File: src/rtl/multicycle_ctrl_fsm_if.sv
// Control bus between the multi-cycle MIPS sequencer and its datapath.
// The master side is the sequencer: it consumes run/opcode/memory status
// and drives every mux select and write enable of the datapath.
interface multicycle_ctrl_fsm_if;
  // Status into the sequencer
  logic       start_i;
  logic [5:0] op_i;
  logic       mem_ready_i;

  // Datapath controls out of the sequencer
  logic       pc_write_o;
  logic       pc_write_cond_o;
  logic       i_or_d_o;
  logic       mem_read_o;
  logic       mem_write_o;
  logic       ir_write_o;
  logic       mem_to_reg_o;
  logic       reg_dst_o;
  logic       reg_write_o;
  logic       alu_src_a_o;
  logic [1:0] alu_src_b_o;
  logic [1:0] alu_op_o;
  logic [1:0] pc_source_o;
  logic [3:0] state_o;
  logic       illegal_o;

  modport master (
    input  start_i, op_i, mem_ready_i,
    output pc_write_o, pc_write_cond_o, i_or_d_o, mem_read_o, mem_write_o,
           ir_write_o, mem_to_reg_o, reg_dst_o, reg_write_o, alu_src_a_o,
           alu_src_b_o, alu_op_o, pc_source_o, state_o, illegal_o
  );

  modport slave (
    output start_i, op_i, mem_ready_i,
    input  pc_write_o, pc_write_cond_o, i_or_d_o, mem_read_o, mem_write_o,
           ir_write_o, mem_to_reg_o, reg_dst_o, reg_write_o, alu_src_a_o,
           alu_src_b_o, alu_op_o, pc_source_o, state_o, illegal_o
  );
endinterface

File: src/rtl/multicycle_ctrl_fsm.sv
// Control sequencer for a multi-cycle MIPS datapath with one shared memory.
// Each instruction walks FETCH -> DECODE -> (class-specific states) and
// returns to FETCH, or parks in IDLE when start_i is low at the end of an
// instruction. Memory states stall on mem_ready_i. Apart from the FETCH
// commit strobes and the DECODE illegal-opcode pulse, every output is a
// pure decode of the current state.
module multicycle_ctrl_fsm #(
  parameter bit MEM_WAIT_EN = 1'b1
) (
  input logic                  clk_i,
  input logic                  rst_i,
  multicycle_ctrl_fsm_if.master bus
);

  typedef enum logic [3:0] {
    IDLE   = 4'd0,
    FETCH  = 4'd1,
    DECODE = 4'd2,
    MEMADR = 4'd3,
    MEMRD  = 4'd4,
    MEMWB  = 4'd5,
    MEMWR  = 4'd6,
    EXEC   = 4'd7,
    RWB    = 4'd8,
    BRANCH = 4'd9,
    ADDIEX = 4'd10,
    ADDIWB = 4'd11,
    JUMP   = 4'd12
  } state_t;

  localparam logic [5:0] OP_RTYPE = 6'b000000;
  localparam logic [5:0] OP_LW    = 6'b100011;
  localparam logic [5:0] OP_SW    = 6'b101011;
  localparam logic [5:0] OP_BEQ   = 6'b000100;
  localparam logic [5:0] OP_ADDI  = 6'b001000;
  localparam logic [5:0] OP_J     = 6'b000010;

  state_t state;
  state_t state_next;

  // With waiting disabled every memory access is assumed to finish in one cycle.
  logic ready;
  assign ready = MEM_WAIT_EN ? bus.mem_ready_i : 1'b1;

  // Where an instruction goes once it has completed: keep running or park.
  state_t after_done;
  assign after_done = bus.start_i ? FETCH : IDLE;

  logic op_legal;

  // Opcode classification used by DECODE for dispatch and the illegal pulse.
  always_comb begin
    op_legal = 1'b0;
    case (bus.op_i)
      OP_RTYPE, OP_LW, OP_SW, OP_BEQ, OP_ADDI, OP_J: op_legal = 1'b1;
      default:                                       op_legal = 1'b0;
    endcase
  end

  // State register; reset parks the sequencer in IDLE without waiting for a clock.
  always_ff @(posedge clk_i or posedge rst_i) begin
    if (rst_i) begin
      state <= IDLE;
    end else begin
      state <= state_next;
    end
  end

  // Next-state logic: memory states hold until ready, completion states
  // sample start_i to decide between the next fetch and IDLE.
  always_comb begin
    state_next = state;
    case (state)
      IDLE: begin
        if (bus.start_i) state_next = FETCH;
      end
      FETCH: begin
        if (ready) state_next = DECODE;
      end
      DECODE: begin
        case (bus.op_i)
          OP_RTYPE:     state_next = EXEC;
          OP_LW, OP_SW: state_next = MEMADR;
          OP_BEQ:       state_next = BRANCH;
          OP_ADDI:      state_next = ADDIEX;
          OP_J:         state_next = JUMP;
          // Unsupported opcode retires as a NOP.
          default:      state_next = after_done;
        endcase
      end
      MEMADR: begin
        state_next = (bus.op_i == OP_LW) ? MEMRD : MEMWR;
      end
      MEMRD: begin
        if (ready) state_next = MEMWB;
      end
      MEMWR: begin
        if (ready) state_next = after_done;
      end
      EXEC:   state_next = RWB;
      ADDIEX: state_next = ADDIWB;
      MEMWB, RWB, BRANCH, ADDIWB, JUMP: state_next = after_done;
      // Codes 13-15 are never entered in normal operation; recover to IDLE.
      default: state_next = IDLE;
    endcase
  end

  logic       pc_write;
  logic       pc_write_cond;
  logic       i_or_d;
  logic       mem_read;
  logic       mem_write;
  logic       ir_write;
  logic       mem_to_reg;
  logic       reg_dst;
  logic       reg_write;
  logic       alu_src_a;
  logic [1:0] alu_src_b;
  logic [1:0] alu_op;
  logic [1:0] pc_source;
  logic       illegal;

  // Datapath control decode; everything defaults to 0 so IDLE and the
  // unreachable codes drive an all-quiet datapath.
  always_comb begin
    pc_write      = 1'b0;
    pc_write_cond = 1'b0;
    i_or_d        = 1'b0;
    mem_read      = 1'b0;
    mem_write     = 1'b0;
    ir_write      = 1'b0;
    mem_to_reg    = 1'b0;
    reg_dst       = 1'b0;
    reg_write     = 1'b0;
    alu_src_a     = 1'b0;
    alu_src_b     = 2'b00;
    alu_op        = 2'b00;
    pc_source     = 2'b00;
    illegal       = 1'b0;
    case (state)
      FETCH: begin
        // Read at PC while the ALU forms PC+4; the PC update and IR load
        // only commit in the cycle the memory returns the word.
        mem_read  = 1'b1;
        alu_src_b = 2'b01;
        ir_write  = ready;
        pc_write  = ready;
      end
      DECODE: begin
        // Speculatively compute the branch target into ALUOut.
        alu_src_b = 2'b11;
        illegal   = ~op_legal;
      end
      MEMADR: begin
        alu_src_a = 1'b1;
        alu_src_b = 2'b10;
      end
      MEMRD: begin
        mem_read = 1'b1;
        i_or_d   = 1'b1;
      end
      MEMWB: begin
        reg_write  = 1'b1;
        mem_to_reg = 1'b1;
      end
      MEMWR: begin
        mem_write = 1'b1;
        i_or_d    = 1'b1;
      end
      EXEC: begin
        alu_src_a = 1'b1;
        alu_op    = 2'b10;
      end
      RWB: begin
        reg_write = 1'b1;
        reg_dst   = 1'b1;
      end
      BRANCH: begin
        alu_src_a     = 1'b1;
        alu_op        = 2'b01;
        pc_write_cond = 1'b1;
        pc_source     = 2'b01;
      end
      ADDIEX: begin
        alu_src_a = 1'b1;
        alu_src_b = 2'b10;
      end
      ADDIWB: begin
        reg_write = 1'b1;
      end
      JUMP: begin
        pc_write  = 1'b1;
        pc_source = 2'b10;
      end
      default: ;
    endcase
  end

  assign bus.pc_write_o      = pc_write;
  assign bus.pc_write_cond_o = pc_write_cond;
  assign bus.i_or_d_o        = i_or_d;
  assign bus.mem_read_o      = mem_read;
  assign bus.mem_write_o     = mem_write;
  assign bus.ir_write_o      = ir_write;
  assign bus.mem_to_reg_o    = mem_to_reg;
  assign bus.reg_dst_o       = reg_dst;
  assign bus.reg_write_o     = reg_write;
  assign bus.alu_src_a_o     = alu_src_a;
  assign bus.alu_src_b_o     = alu_src_b;
  assign bus.alu_op_o        = alu_op;
  assign bus.pc_source_o     = pc_source;
  assign bus.state_o         = state;
  assign bus.illegal_o       = illegal;

endmodule

File: src/flat_wrapper.sv
// flat-port wrapper written by rule: the top's interface ports become plain ports
module multicycle_ctrl_fsm_flat 
#(
  parameter bit MEM_WAIT_EN = 1'b1
)
  (clk_i, rst_i, bus_start_i, bus_op_i, bus_mem_ready_i, bus_pc_write_o, bus_pc_write_cond_o, bus_i_or_d_o, bus_mem_read_o, bus_mem_write_o, bus_ir_write_o, bus_mem_to_reg_o, bus_reg_dst_o, bus_reg_write_o, bus_alu_src_a_o, bus_alu_src_b_o, bus_alu_op_o, bus_pc_source_o, bus_state_o, bus_illegal_o);
  multicycle_ctrl_fsm_if bus_i ();
  input logic clk_i;
  input logic rst_i;
  input wire logic [$bits(bus_i.start_i)-1:0] bus_start_i;
  input wire logic [$bits(bus_i.op_i)-1:0] bus_op_i;
  input wire logic [$bits(bus_i.mem_ready_i)-1:0] bus_mem_ready_i;
  output wire logic [$bits(bus_i.pc_write_o)-1:0] bus_pc_write_o;
  output wire logic [$bits(bus_i.pc_write_cond_o)-1:0] bus_pc_write_cond_o;
  output wire logic [$bits(bus_i.i_or_d_o)-1:0] bus_i_or_d_o;
  output wire logic [$bits(bus_i.mem_read_o)-1:0] bus_mem_read_o;
  output wire logic [$bits(bus_i.mem_write_o)-1:0] bus_mem_write_o;
  output wire logic [$bits(bus_i.ir_write_o)-1:0] bus_ir_write_o;
  output wire logic [$bits(bus_i.mem_to_reg_o)-1:0] bus_mem_to_reg_o;
  output wire logic [$bits(bus_i.reg_dst_o)-1:0] bus_reg_dst_o;
  output wire logic [$bits(bus_i.reg_write_o)-1:0] bus_reg_write_o;
  output wire logic [$bits(bus_i.alu_src_a_o)-1:0] bus_alu_src_a_o;
  output wire logic [$bits(bus_i.alu_src_b_o)-1:0] bus_alu_src_b_o;
  output wire logic [$bits(bus_i.alu_op_o)-1:0] bus_alu_op_o;
  output wire logic [$bits(bus_i.pc_source_o)-1:0] bus_pc_source_o;
  output wire logic [$bits(bus_i.state_o)-1:0] bus_state_o;
  output wire logic [$bits(bus_i.illegal_o)-1:0] bus_illegal_o;
  assign bus_i.start_i = bus_start_i;
  assign bus_i.op_i = bus_op_i;
  assign bus_i.mem_ready_i = bus_mem_ready_i;
  assign bus_pc_write_o = bus_i.pc_write_o;
  assign bus_pc_write_cond_o = bus_i.pc_write_cond_o;
  assign bus_i_or_d_o = bus_i.i_or_d_o;
  assign bus_mem_read_o = bus_i.mem_read_o;
  assign bus_mem_write_o = bus_i.mem_write_o;
  assign bus_ir_write_o = bus_i.ir_write_o;
  assign bus_mem_to_reg_o = bus_i.mem_to_reg_o;
  assign bus_reg_dst_o = bus_i.reg_dst_o;
  assign bus_reg_write_o = bus_i.reg_write_o;
  assign bus_alu_src_a_o = bus_i.alu_src_a_o;
  assign bus_alu_src_b_o = bus_i.alu_src_b_o;
  assign bus_alu_op_o = bus_i.alu_op_o;
  assign bus_pc_source_o = bus_i.pc_source_o;
  assign bus_state_o = bus_i.state_o;
  assign bus_illegal_o = bus_i.illegal_o;
  multicycle_ctrl_fsm #(.MEM_WAIT_EN(MEM_WAIT_EN)) u_core (.clk_i(clk_i), .rst_i(rst_i), .bus(bus_i));
endmodule
File: config.mk
export PLATFORM = sky130hd
export DESIGN_NAME = multicycle_ctrl_fsm_flat
export DESIGN_NICKNAME = d
export VERILOG_FILES = /design/src/rtl/multicycle_ctrl_fsm_if.sv /design/src/rtl/multicycle_ctrl_fsm.sv /design/src/flat_wrapper.sv
export SDC_FILE = /design/constraint.sdc
export NUM_CORES = 1
export LEC_CHECK = 0
export ABC_CLOCK_PERIOD_IN_PS = 2300
export CAP_MARGIN = 20
export CORE_ASPECT_RATIO = 1.2
export CORE_MARGIN = 5
export CORE_UTILIZATION = 39
export DETAILED_ROUTE_END_ITERATION = 16
export PLACE_DENSITY = 0.75
export SYNTH_ARGS = -nofsm -noshare
export SYNTH_HDL_FRONTEND = slang
export SYNTH_SLANG_ARGS = --single-unit
File: constraint.sdc
create_clock -name clk_i -period 2.3 [get_ports clk_i]
set_input_delay 0.575 -clock clk_i [delete_from_list [all_inputs] [get_ports clk_i]]
set_output_delay 0.575 -clock clk_i [all_outputs]
set_load 0.01 [all_outputs]
# Word-level counts from Yosys, hierarchy flattened
# Index checks and enable logic that the tools add are counted.
# word_totals
inputBits	10
regBits	4
# classes
muxes	23
bitwise_logic	1
eq_ne	21
n_reduce_logical	11
# op_table
op	n
4-bit one-hot mux with 9 select lines	1
4-bit == test (second input constant)	5
4-bit one-hot mux with 5 select lines	1
4-bit by 3-bit == test with 1-bit output (second input constant)	4
4-bit two-way mux	4
6-bit == test (second input constant)	2
1-bit two-way mux	12
4-bit by 2-bit == test with 1-bit output (second input constant)	2
2-bit != test (second input constant)	4
2-bit one-hot mux with 2 select lines	2
2-bit OR reduction	4
6-bit by 2-bit == test with 1-bit output (second input constant)	1
6-bit by 3-bit == test with 1-bit output (second input constant)	1
6-bit by 4-bit == test with 1-bit output (second input constant)	1
6-bit zero test	1
2-bit one-hot mux with 3 select lines	1
6-bit OR reduction	1
5-bit OR reduction	1
4-bit by 1-bit == test with 1-bit output (second input constant)	1
4-bit zero test	1
4-bit AND reduction	1
4-bit OR reduction	1
3-bit OR reduction	1
2-bit two-way mux	1
other kinds (2)	2

# Depth between registers and ports, before layout
# depth
depth_word	5
ltp_mapped	6
mapped_depth_nobuf	4

# Worst setup path after synthesis
# Ideal clock, no wire load.
# synth_timing
path_type	flip-flop to output port
from	reg u_core.state[3], in the netlist u_core.bus.state_o[3]
to	out bus_alu_op_o[0]
arrival_time_ps	1793
stages_incl_launch_ff	5
n_path_buf	3
t_required_ps	1725
slack_ps	-68
cell_sequence	dfrtp_1 clkbuf_1 clkbuf_1 nor4b_1 buf_4
# synth_via
elab_chain_len	2
# synth_rtl
item	line_no	text
start, declared	multicycle_ctrl_fsm.sv:38	state_t state;
start signal, assigned	multicycle_ctrl_fsm.sv:65	state <= state_next;
4-bit == test / 4-bit by 3-bit == test with 1-bit output (equally long branches)	multicycle_ctrl_fsm.sv:140	case (state)
2-bit one-hot mux with 2 select lines (*)	multicycle_ctrl_fsm.sv:140	
end, declared	flat_wrapper.sv:24	output wire logic [$bits(bus_i.alu_op_o)-1:0] bus_alu_op_o;
# Mark *: on every way between the ends. The rest lies on a longest branch, timed or not.

# Final worst setup path
# layout_timing
from	in bus_mem_ready_i
to	out bus_pc_write_o
# layout_via
elab_chain_len	1
# layout_rtl
item	line_no	text
start, declared	flat_wrapper.sv:12	input wire logic [$bits(bus_i.mem_ready_i)-1:0] bus_mem_ready_i;
1-bit one-hot mux with 2 select lines	multicycle_ctrl_fsm.sv:140	
end, declared	flat_wrapper.sv:13	output wire logic [$bits(bus_i.pc_write_o)-1:0] bus_pc_write_o;
# No other way between the ends.

==> results.py <==
metrics = {
    "worst_setup_path": {
        "worst-path-max-fanout": 2,
        "r2r-end": "u_core.bus.state_o[0]",
        "rr_startpoint": "u_core.bus.state_o[2]",
        "r2r_setup_slack_ps": 590,
        "crit_type": "in -> out",
        "required_ps": 1730,
        "critPathArrivalTime_ps": 1650,
        "reg2reg_depth": 4,
        "critPathLaunchType": "input port",
        "endpoint": "bus_pc_write_o",
        "crit_start": "bus_mem_ready_i",
        "cp-end-kind": "output port",
    },
    "sta": {
        "hold_viol_final": 0,
        "tightestPinTransition_ps": 302.0,
        "skew_ps": 0.1959,
        "setup_violations": 0,
        "min_period_ps": 2227,
        "rsz0062_at_grt": "false",
        "timing.final.crit_share_pct": 96.83,
        "slew-limit-headroom_pct": 79.58,
        "finalMaxSlewViolations": 0,
        "fmax_mhz": 449.0,
    },
    "global_routing": {
        "grt_max_degree": 22,
        "antenna_found_initial": 0,
        "overflow": 0,
        "grt_pass1_vias": 874,
        "grt_pass1_wl_um": 3753,
        "grt.total_usage_pct": 20.94,
    },
    "place": {
        "portBuffers": 30,
        "gp_congestion": 0.7803,
        "dp.cells": 146,
        "hpwl_um": 1725,
    },
    "layout": {
        "fin_util_pct": 77.18,
        "nets": 144,
        "nFillCells": 114,
        "drive_gt1_share_pct": 28.03,
        "area_growth_pct": 84.29,
        "final_cell_mix": "21 x buf_4, 11 x dlygate4sd2_1, 10 x clkdlybuf4s50_1",
        "finalNonFillerCells": 149,
        "largest_reg_flops": 4,
        "layout_commonest_cell": "buf_4",
        "diodes": 0,
    },
    "power_and_ir_drop": {
        "powerDensity_nw_per_um2": 947.9,
        "p_leak_nw": 0.5836,
        "ir_drop_mv": 0.4631,
    },
    "yosys": {
        "ys_seq_area_share_pct": 16.33,
        "yosys-top-cells-area": "dfrtp_1 16%, a211oi_1 4.9%, nand2_1 4.3%",
        "ys.warnings.count": 0,
        "ys_seq_elements": 4,
        "synth_cell_type_count": 39,
        "syn_area_per_cell_um2": 7.129,
        "yosysTopAreaCellShare_pct": 16.33,
        "synthesis.nets": 96,
        "synth_edf_count": 0,
        "postSynthCellCount": 86,
        "ys_async_sr_fraction_pct": 100.0,
        "synth_top_cell_by_area": "dfrtp_1",
        "syn-cell-area_um2": 613.1,
        "synth_ff_type": "dfrtp_1",
    },
    "clock_tree": {
        "postCtsSetupRepairBufs": 0,
        "cts_buffer_depth": 2,
        "cts_tree": "yes",
        "cts_buffers": 3,
        "clock_latency_ps": 240,
        "clk_pin_slew_ps": 40,
        "cts_htree_levels": 1,
        "postCtsHoldBufs": 0,
        "clock_sinks": 4,
        "cts_root_buffer": "clkbuf_4",
    },
    "floorplan": {
        "core_um2": 1464,
        "die_w_um": 46.20,
        "dieArea_um2": 2468,
        "io_pins": 31,
        "floorplan.initialDensity_pct": 41.88,
        "fp-row-count": 15,
        "die_y_um": 53.44,
    },
    "hold_path": {
        "hold_path.class": "in -> async",
    },
    "drt": {
        "drc": 0,
        "viasPerCell": 5.644,
        "antenna_left": 0,
        "wl_um": 2316,
        "drt-wirelength-per-cell_um": 15.54,
        "drtIter0Drc": 35,
        "route.vias.total": 841,
        "firstDrtPassIters": 4,
    },
    "outcome": {
        "status": "finished, final reports clean",
    },
    "job": {
        "maxCapViolCount": 0,
    },
}
cell families after synthesis:
| family | Yosys count | synth area share [%] |
|---|---|---|
| simple gates | 34 | 32.86 |
| compound gates | 26 | 28.78 |
| xor+xnor | 3 | 4.286 |
| flops | 4 | 16.33 |
| mux | 3 | 5.306 |
| buf+inv | 16 | 12.45 |
repair_timing:
action                     in CTS  in global routing
setup endpoints to repair      14                  5
gates cloned                    0                  0
resized for setup              25                  9
pin swaps                       1                  0
cell type report:
type,count,area (µm²),area share [%]
clock buffers,3,22.52,1.993
inverters,6,22.52,1.993
multi-input cells,66,483.0,42.75
flip-flops and latches,4,100.1,8.859
well taps,17,21.27,1.883
repair buffers,53,480.5,42.53
how the worst min path moves through the flow:
stage / startpoint / endpoint / slack, ps / cells after the start
2_1_floorplan: rst_i / u_core.bus.state_o[0] / 340 / 1
3_3_place_gp: u_core.bus.state_o[3] / u_core.bus.state_o[2] / 650 / 2
3_5_place_dp: u_core.bus.state_o[3] / u_core.bus.state_o[2] / 660 / 2
4_1_cts: rst_i / u_core.bus.state_o[1] / 520 / 2
5_1_grt: rst_i / u_core.bus.state_o[3] / 540 / 2
6_report: rst_i / u_core.bus.state_o[1] / 520 / 2
worst max-delay path, cell delays in order:
cell	delay, ps
clkdlybuf4s50_1	490
inv_1	80
nor4_4	150
or2_1	140
clkdlybuf4s15_2	220
synthesized netlist by cell type, types with 2 or more instances:
cell type	instances
inv_1	6
nor4b_1	2
nor3b_1	2
a31oi_1	2
a211oi_1	4
clkbuf_1	4
nor4_1	2
buf_4	2
buf_1	2
o211ai_1	2
nor3_1	4
xor2_1	3
nand2b_1	3
mux2_2	2
nand2_1	7
nand4b_1	2
o21ai_0	3
a21oi_1	5
dfrtp_1	4
a311oi_1	2
nor2_1	5
through the flow:
stage | area (µm²) | hold WS (ps) | worst slack, ps | setup TNS [ps] | total power (W)
global placement | 1060 | 654.2 | -392.3 | -1051 | 0.0009612
global route | 1130 | 540.1 | 8.118 | 0 | 0.001146
finish | 1130 | 524.9 | 72.97 | 0 | 0.001071
CTS | 1099 | 520.8 | 16.05 | 0 | 0.001053
floorplan | 619.3 | 341.1 | 167.0 | 0 | 0.0005661
detailed placement | 1060 | 657.7 | -393.5 | -1087 | 0.0009740
per-layer routing:
metal	track usage, %	wire length (µm)	vias to the layer above
li1	-	-	411
met1	19.80	841	387
met2	41.51	1327	37
met3	3.401	111	6
met4	9.005	36	0
met5	0	0	-
where the power goes:
part / switching [W] / internal [W]
combinational: 0.000445 / 0.000420
clock: 0.0000319 / 0.0000586
sequential: 0.0000177 / 0.0000978
(Power assumes the default switching activity.)
